===== src/rtl/hazard_pkg.sv =====
// Shared types and constants for the sequenced hazard controller.
package hazard_pkg;

  // Opcodes with a hazard effect; all others decode as "no hazard".
  localparam logic [3:0] OP_BLT  = 4'b0100;
  localparam logic [3:0] OP_BGT  = 4'b0101;
  localparam logic [3:0] OP_BEQ  = 4'b0110;
  localparam logic [3:0] OP_JMP  = 4'b1100;
  localparam logic [3:0] OP_HALT = 4'b1111;

  // Width of the stall/flush down-counter (holds up to 3 remaining cycles).
  localparam int unsigned CNT_W = 2;

  // Comparator result for the instruction in ID.
  typedef enum logic [1:0] {
    CMP_LT   = 2'b00,
    CMP_GT   = 2'b01,
    CMP_EQ   = 2'b10,
    CMP_NONE = 2'b11
  } cmp_e;

  // PC source select.
  typedef enum logic [1:0] {
    PC_SEQ    = 2'b00,
    PC_BRANCH = 2'b01,
    PC_JUMP   = 2'b10
  } pc_sel_e;

  // Controller state.
  typedef enum logic [1:0] {
    ST_RUN    = 2'b00,
    ST_STALL  = 2'b01,
    ST_FLUSH  = 2'b10,
    ST_HALTED = 2'b11
  } state_e;

  // Control bundle driven towards PC/IF and ID/EX.
  typedef struct packed {
    logic       pc_write;
    logic       if_write;
    logic       id_bubble;
    logic       flush_if;
    logic [1:0] pc_sel;
  } ctrl_t;

  localparam ctrl_t CTRL_RUN = '{pc_write: 1'b1, if_write: 1'b1, id_bubble: 1'b0,
                                 flush_if: 1'b0, pc_sel: PC_SEQ};

endpackage


===== src/rtl/hazard_ctrl_sat_counter.sv =====
// Saturating up-counter with synchronous clear taking priority over increment.
module sat_counter #(
  parameter int unsigned WIDTH = 16
) (
  input  logic             clk,
  input  logic             rst_n,
  input  logic             inc,
  input  logic             clr,
  output logic [WIDTH-1:0] count_o
);

  logic [WIDTH-1:0] count_q;
  logic [WIDTH-1:0] count_d;

  // Next value: clear wins, otherwise increment until all-ones.
  always_comb begin
    count_d = count_q;
    if (clr) begin
      count_d = '0;
    end else if (inc && (count_q != '1)) begin
      count_d = count_q + WIDTH'(1);
    end
  end

  // Count register.
  always_ff @(posedge clk or negedge rst_n) begin
    if (!rst_n) begin
      count_q <= '0;
    end else begin
      count_q <= count_d;
    end
  end

  assign count_o = count_q;

endmodule


===== src/rtl/hazard_ctrl.sv =====
// Sequenced hazard controller: load-use stalls, redirect flush windows,
// sticky halt with resume, and saturating stall/redirect counters.
module hazard_ctrl
  import hazard_pkg::*;
#(
  parameter int unsigned OP_WIDTH     = 4,
  parameter int unsigned REG_WIDTH    = 4,
  parameter int unsigned LOAD_LATENCY = 1,
  parameter int unsigned FLUSH_DEPTH  = 1,
  parameter bit          R0_HARDWIRED = 1'b1,
  parameter int unsigned CNT_WIDTH    = 16
) (
  input  logic                 clk,
  input  logic                 rst_n,
  input  logic [OP_WIDTH-1:0]  opcode_id,
  input  logic [REG_WIDTH-1:0] rs_id,
  input  logic [REG_WIDTH-1:0] rt_id,
  input  logic [REG_WIDTH-1:0] rd_ex,
  input  logic                 mem_read_ex,
  input  logic [1:0]           cmp_flags,
  input  logic                 resume,
  input  logic                 cnt_clr,
  output logic                 pc_write,
  output logic                 if_write,
  output logic                 id_bubble,
  output logic                 flush_if,
  output logic [1:0]           pc_sel,
  output logic                 halted,
  output logic [CNT_WIDTH-1:0] stall_cycles,
  output logic [CNT_WIDTH-1:0] flush_events
);

  state_e           state_q, state_d;
  logic [CNT_W-1:0] cnt_q, cnt_d;
  ctrl_t            ctrl;
  logic             redirect;
  logic             load_use;
  logic             br_taken;
  logic             is_jump;
  logic             is_halt;
  logic             stall_inc;

  // Hazard decode for the instruction currently in ID.
  always_comb begin
    load_use = mem_read_ex && ((rd_ex == rs_id) || (rd_ex == rt_id))
               && !(R0_HARDWIRED && (rd_ex == '0));
    br_taken = ((opcode_id == OP_WIDTH'(OP_BLT)) && (cmp_flags == CMP_LT))
            || ((opcode_id == OP_WIDTH'(OP_BGT)) && (cmp_flags == CMP_GT))
            || ((opcode_id == OP_WIDTH'(OP_BEQ)) && (cmp_flags == CMP_EQ));
    is_jump  = (opcode_id == OP_WIDTH'(OP_JMP));
    is_halt  = (opcode_id == OP_WIDTH'(OP_HALT));
  end

  // Next-state and Mealy control outputs.
  always_comb begin
    state_d  = state_q;
    cnt_d    = cnt_q;
    ctrl     = CTRL_RUN;
    redirect = 1'b0;
    case (state_q)
      ST_RUN: begin
        if (load_use) begin
          ctrl.pc_write  = 1'b0;
          ctrl.if_write  = 1'b0;
          ctrl.id_bubble = 1'b1;
          if (LOAD_LATENCY > 1) begin
            state_d = ST_STALL;
            cnt_d   = CNT_W'(LOAD_LATENCY - 1);
          end
        end else if (br_taken || is_jump) begin
          ctrl.flush_if = 1'b1;
          ctrl.pc_sel   = br_taken ? PC_BRANCH : PC_JUMP;
          redirect      = 1'b1;
          if (FLUSH_DEPTH > 1) begin
            state_d = ST_FLUSH;
            cnt_d   = CNT_W'(FLUSH_DEPTH - 1);
          end
        end else if (is_halt) begin
          ctrl.pc_write = 1'b0;
          ctrl.if_write = 1'b0;
          state_d       = ST_HALTED;
        end
      end
      ST_STALL: begin
        // Everything but the countdown is ignored while the load completes.
        ctrl.pc_write  = 1'b0;
        ctrl.if_write  = 1'b0;
        ctrl.id_bubble = 1'b1;
        cnt_d          = cnt_q - CNT_W'(1);
        if (cnt_q == CNT_W'(1)) begin
          state_d = ST_RUN;
        end
      end
      ST_FLUSH: begin
        // Wrong-path fetches keep being squashed; no new decode.
        ctrl.flush_if = 1'b1;
        cnt_d         = cnt_q - CNT_W'(1);
        if (cnt_q == CNT_W'(1)) begin
          state_d = ST_RUN;
        end
      end
      ST_HALTED: begin
        ctrl.pc_write  = 1'b0;
        ctrl.if_write  = 1'b0;
        ctrl.id_bubble = 1'b1;
        if (resume) begin
          state_d = ST_RUN;
          cnt_d   = '0;
        end
      end
      default: begin
        state_d = ST_RUN;
        cnt_d   = '0;
      end
    endcase
  end

  // State and down-counter registers.
  always_ff @(posedge clk or negedge rst_n) begin
    if (!rst_n) begin
      state_q <= ST_RUN;
      cnt_q   <= '0;
    end else begin
      state_q <= state_d;
      cnt_q   <= cnt_d;
    end
  end

  assign pc_write  = ctrl.pc_write;
  assign if_write  = ctrl.if_write;
  assign id_bubble = ctrl.id_bubble;
  assign flush_if  = ctrl.flush_if;
  assign pc_sel    = ctrl.pc_sel;
  assign halted    = (state_q == ST_HALTED);

  // Bubbles inserted while halted are not stalls.
  assign stall_inc = ctrl.id_bubble && (state_q != ST_HALTED);

  sat_counter #(.WIDTH(CNT_WIDTH)) u_stall_cnt (
    .clk     (clk),
    .rst_n   (rst_n),
    .inc     (stall_inc),
    .clr     (cnt_clr),
    .count_o (stall_cycles)
  );

  sat_counter #(.WIDTH(CNT_WIDTH)) u_flush_cnt (
    .clk     (clk),
    .rst_n   (rst_n),
    .inc     (redirect),
    .clr     (cnt_clr),
    .count_o (flush_events)
  );

endmodule


===== config.mk =====
export PLATFORM = sky130hd
export DESIGN_NAME = hazard_ctrl
export DESIGN_NICKNAME = d
export VERILOG_FILES = /design/src/rtl/hazard_pkg.sv /design/src/rtl/hazard_ctrl_sat_counter.sv /design/src/rtl/hazard_ctrl.sv
export SDC_FILE = /design/constraint.sdc
export NUM_CORES = 1
export LEC_CHECK = 0
export ABC_AREA = 1
export CORE_AREA = 4 4 94 61
export DETAILED_ROUTE_END_ITERATION = 10
export DIE_AREA = 0 0 98 65
export DONT_BUFFER_PORTS = 1
export GPL_TIMING_DRIVEN = 0
export PLACE_DENSITY = 0.63
export SKIP_LAST_GASP = 1
export SLEW_MARGIN = 5
export SYNTH_ARGS = -nofsm -noshare
export SYNTH_HDL_FRONTEND = slang
export SYNTH_SLANG_ARGS = --single-unit

===== constraint.sdc =====
create_clock -name clk -period 1.85 [get_ports clk]
set_input_delay 0.0925 -clock clk [delete_from_list [all_inputs] [get_ports clk]]
set_output_delay 0.0925 -clock clk [all_outputs]
set_load 0.01 [all_outputs]

==> flow_metrics.py <==
metrics = {
    "outcome": {
        "outcome": "finished, final reports clean",
    },
    "timing": {
        "fin_skew_ns": 0.008470,
        "max_freq_mhz": 577.1,
        "timing.final.max_slew_violations": 0,
        "layout_min_cycle_time_ns": 1.733,
        "worst_slew_margin_rel": 0.6526,
        "final.setup.worst_slack_ns": 0.1172,
        "timing.final.setup_violations": 0,
        "finalCritPeriodShare": 0.9366,
        "final_hold_viol_count": 0,
        "tightestPinTransition_ns": 0.5211,
    },
    "critical_path": {
        "critical_path.n_buffers_inverters": 1,
        "slowest_stage": "sky130_fd_sc_hd__dfrtp_2",
        "critical_path.max_stage_delay_ns": 0.46,
        "worst_setup_path_start_kind": "register",
        "cp_max_fo": 10,
        "timing.critical_path.arrival_ns": 1.96,
        "worst_path_dominant_cell_family": "simple AND/OR/NAND/NOR gates",
        "worst-endpoint-required_ns": 2.08,
        "endpoint_kind": "register",
        "crit_path_cell_trace": "ha_4, nand2_2, nor2_2, nand3_1, nor2_2, nand3_2, nand3_4, buf_4, nand3_1, nand2_1",
        "crit_type": "reg -> reg",
    },
    "cts": {
        "cts_tree": "done",
        "clock_sinks": 33,
        "numCtsBuffers": 5,
        "cts_max_path_buffers": 2,
        "clk_root_buffer_cell": "sky130_fd_sc_hd__clkbuf_8",
        "insertion_delay_ns": 0.29,
        "clock_transition_at_the_registers_of_the_reported_paths_ns": 0.07,
        "cts.htree.levels": 2,
    },
    "yosys": {
        "yosys.area_share.adder": 0.01058,
        "syn_inst": 353,
        "yosys_register_bits": 33,
        "netlist-cell-type-count": 29,
        "post_synth_mux_area_share": 0,
        "synth_top_family_by_area": "simple AND/OR/NAND/NOR gates",
        "syn-mean-instance-area_um2": 6.703,
        "synth_xor_area_frac": 0.08144,
        "post_synth_and_or_nand_nor_area_fraction": 0.4543,
        "yosysWarningCount": 0,
        "yosysSeqAreaShare": 0.3490,
        "syn_nets": 378,
        "synth_compound_gate_area_share": 0.02485,
        "synthesis.area_um2": 2366,
    },
    "floorplan": {
        "core_footprint_um2": 4880,
        "io-pin-count": 62,
        "fp.dieW_um": 98,
        "fp.dieArea_um2": 6370,
        "floorplan.initialDensity": 0.4849,
        "placement_rows": 20,
        "fp.dieH_um": 65,
    },
    "pwr": {
        "powerDensity_nw_per_um2": 577.6,
        "power.static_leakage_nw": 1.316,
        "max-vdd-ir-drop_v": 0.0002530,
    },
    "hold_path": {
        "min-delay-path-class": "in -> reg",
    },
    "finish": {
        "finish.instance_area_um2": 2660,
        "n_antenna_cell": 0,
        "post-route-util": 0.5451,
        "area_growth_pct": 12.43,
        "post_route_cells_drive_above_1_share": 0.1247,
        "layout_commonest_cell": "sky130_fd_sc_hd__nand2_1",
        "final_net_count": 394,
        "layout.cells.most_common_list": "sky130_fd_sc_hd__nand2_1, sky130_fd_sc_hd__nor2_1, sky130_fd_sc_hd__nand3_1",
    },
    "grt": {
        "grt_antenna_before_repair": 0,
        "grt_pass1_wl_um": 10430,
        "use_met3": 0.07312,
        "largest_net_degree_at_the_start_of_global_routing": 34,
        "track_usage": 0.2057,
        "globalRouteMet2Util": 0.2949,
        "grt.met1_usage": 0.3008,
        "busiest_layer": "met1",
        "grt_overflow": 0,
        "grt_pass1_vias": 2119,
    },
    "routing": {
        "drt_iter0_drc": 197,
        "wl_per_cell_um": 13.93,
        "num_vias": 2237,
        "routed_via_density": 5.143,
        "drt_pass1_iterations": 4,
        "drc_errors": 0,
        "route.antenna.remaining_nets": 0,
        "routed_wirelength_um": 6061,
    },
    "place": {
        "placed_area_um2": 2449,
        "finalWeightedCongestion": 0.8765,
        "io_buffers": 0,
        "post-dp-hpwl_um": 4415,
        "place_worst_setup_slack_ns": -0.1707,
    },
    "job": {
        "cap_viol_max_count": 0,
    },
}
synth_stat cells:
master | count | area share
sky130_fd_sc_hd__a21oi_1 | 2 | 0.0042
sky130_fd_sc_hd__a31oi_1 | 1 | 0.0026
sky130_fd_sc_hd__buf_2 | 4 | 0.0085
sky130_fd_sc_hd__buf_4 | 2 | 0.0063
sky130_fd_sc_hd__buf_6 | 3 | 0.014
sky130_fd_sc_hd__clkbuf_1 | 1 | 0.0016
sky130_fd_sc_hd__clkinv_1 | 1 | 0.0016
sky130_fd_sc_hd__dfrtp_1 | 33 | 0.35
sky130_fd_sc_hd__ha_1 | 2 | 0.011
sky130_fd_sc_hd__inv_1 | 29 | 0.046
sky130_fd_sc_hd__inv_2 | 1 | 0.0016
sky130_fd_sc_hd__nand2_1 | 130 | 0.21
sky130_fd_sc_hd__nand2_2 | 2 | 0.0053
sky130_fd_sc_hd__nand2_4 | 1 | 0.0048
sky130_fd_sc_hd__nand3_1 | 38 | 0.080
sky130_fd_sc_hd__nand3_2 | 2 | 0.0085
sky130_fd_sc_hd__nand3b_1 | 9 | 0.029
sky130_fd_sc_hd__nand4_1 | 3 | 0.0079
sky130_fd_sc_hd__nor2_1 | 49 | 0.078
sky130_fd_sc_hd__nor2_2 | 3 | 0.0079
sky130_fd_sc_hd__nor2_4 | 1 | 0.0048
sky130_fd_sc_hd__nor2_8 | 1 | 0.0085
sky130_fd_sc_hd__nor3_1 | 5 | 0.011
sky130_fd_sc_hd__nor3b_1 | 1 | 0.0032
sky130_fd_sc_hd__o21a_1 | 1 | 0.0032
sky130_fd_sc_hd__o21ai_0 | 4 | 0.0085
sky130_fd_sc_hd__o21bai_1 | 2 | 0.0063
sky130_fd_sc_hd__xnor2_1 | 4 | 0.015
sky130_fd_sc_hd__xor2_1 | 18 | 0.067
report_power, final:
| group | total [W] | switching [W] | internal, W |
|---|---|---|---|
| clock network | 0.000570 | 0.000275 | 0.000295 |
| registers | 0.000765 | 0.0000296 | 0.000736 |
| logic | 0.000201 | 0.000129 | 0.0000717 |
worst min-delay path, stage by stage:
cell                      delay (ns)
sky130_fd_sc_hd__nand2_1        0.04
sky130_fd_sc_hd__nor3_1         0.05
sky130_fd_sc_hd__nand3_1        0.07
sky130_fd_sc_hd__o21ai_0        0.07
worst paths after layout:
| path | startpoint | endpoint | slack (ns) | cells after the start |
|---|---|---|---|---|
| max reg2reg | u_flush_cnt.count_o[0] | u_flush_cnt.count_o[10] | 0.12 | 10 |
| min reg2reg | u_stall_cnt.count_o[1] | u_stall_cnt.count_o[1] | 0.58 | 2 |
| min in group asynchronous | rst_n | u_stall_cnt.count_o[7] | 0.25 | 2 |
| max in group asynchronous | rst_n | u_stall_cnt.count_o[0] | 1.39 | 2 |
| max | u_flush_cnt.count_o[0] | u_flush_cnt.count_o[10] | 0.12 | 10 |
| min | opcode_id[3] | state_q[0] | 0.07 | 4 |
flip-flops by register name, indices dropped and copies added, names as in the netlist:
signal,cells
u_stall_cnt.count_o,16
u_flush_cnt.count_o,16
state_q,1
cell type report:
cell class	instances	area, um2
Sequential cell	33	837.1
Multi-Input combinational cell	279	1384
Buffer	9	61.31
Timing Repair Buffer	10	92.59
Tap cell	66	82.58
Inverter	31	116.4
Fill cell	486	2220
Clock buffer	7	86.33
cells by family after synthesis:
group	count (synthesis)
compound gates	10
xor+xnor	22
fa+ha+maj	2
buf+inv	41
flops	33
simple gates	245
per-stage QoR:
step / cells / TNS [ns] / hold slack, ns / total power, W
after floorplan: 353 / 0 / -0.2031 / 0.0009036
after CTS: 433 / 0 / 0.06045 / 0.001550
final: 435 / 0 / 0.06830 / 0.001537
after detailed placement: 419 / -1.549 / -0.2022 / 0.0009436
after global routing: 435 / -0.1418 / 0.1105 / 0.001627
after global placement: 419 / -1.270 / -0.2022 / 0.0009407
what timing repair did:
action | in CTS | in global routing
setup buffers | 4 | 3
pin swaps | 3 | 4
resized for setup | 4 | 11
endpoints found under the hold margin | 34 | 0
endpoints found under the setup margin | 16 | 25
hold buffers | 3 | 0
metal layers:
metal  part of all wire  wire length [um]
met1               0.51              3100
met2               0.40              2430
met3              0.082               495
met4             0.0058                35
met5                  0                 0
Note: power is estimated with default switching activity, not from simulation.
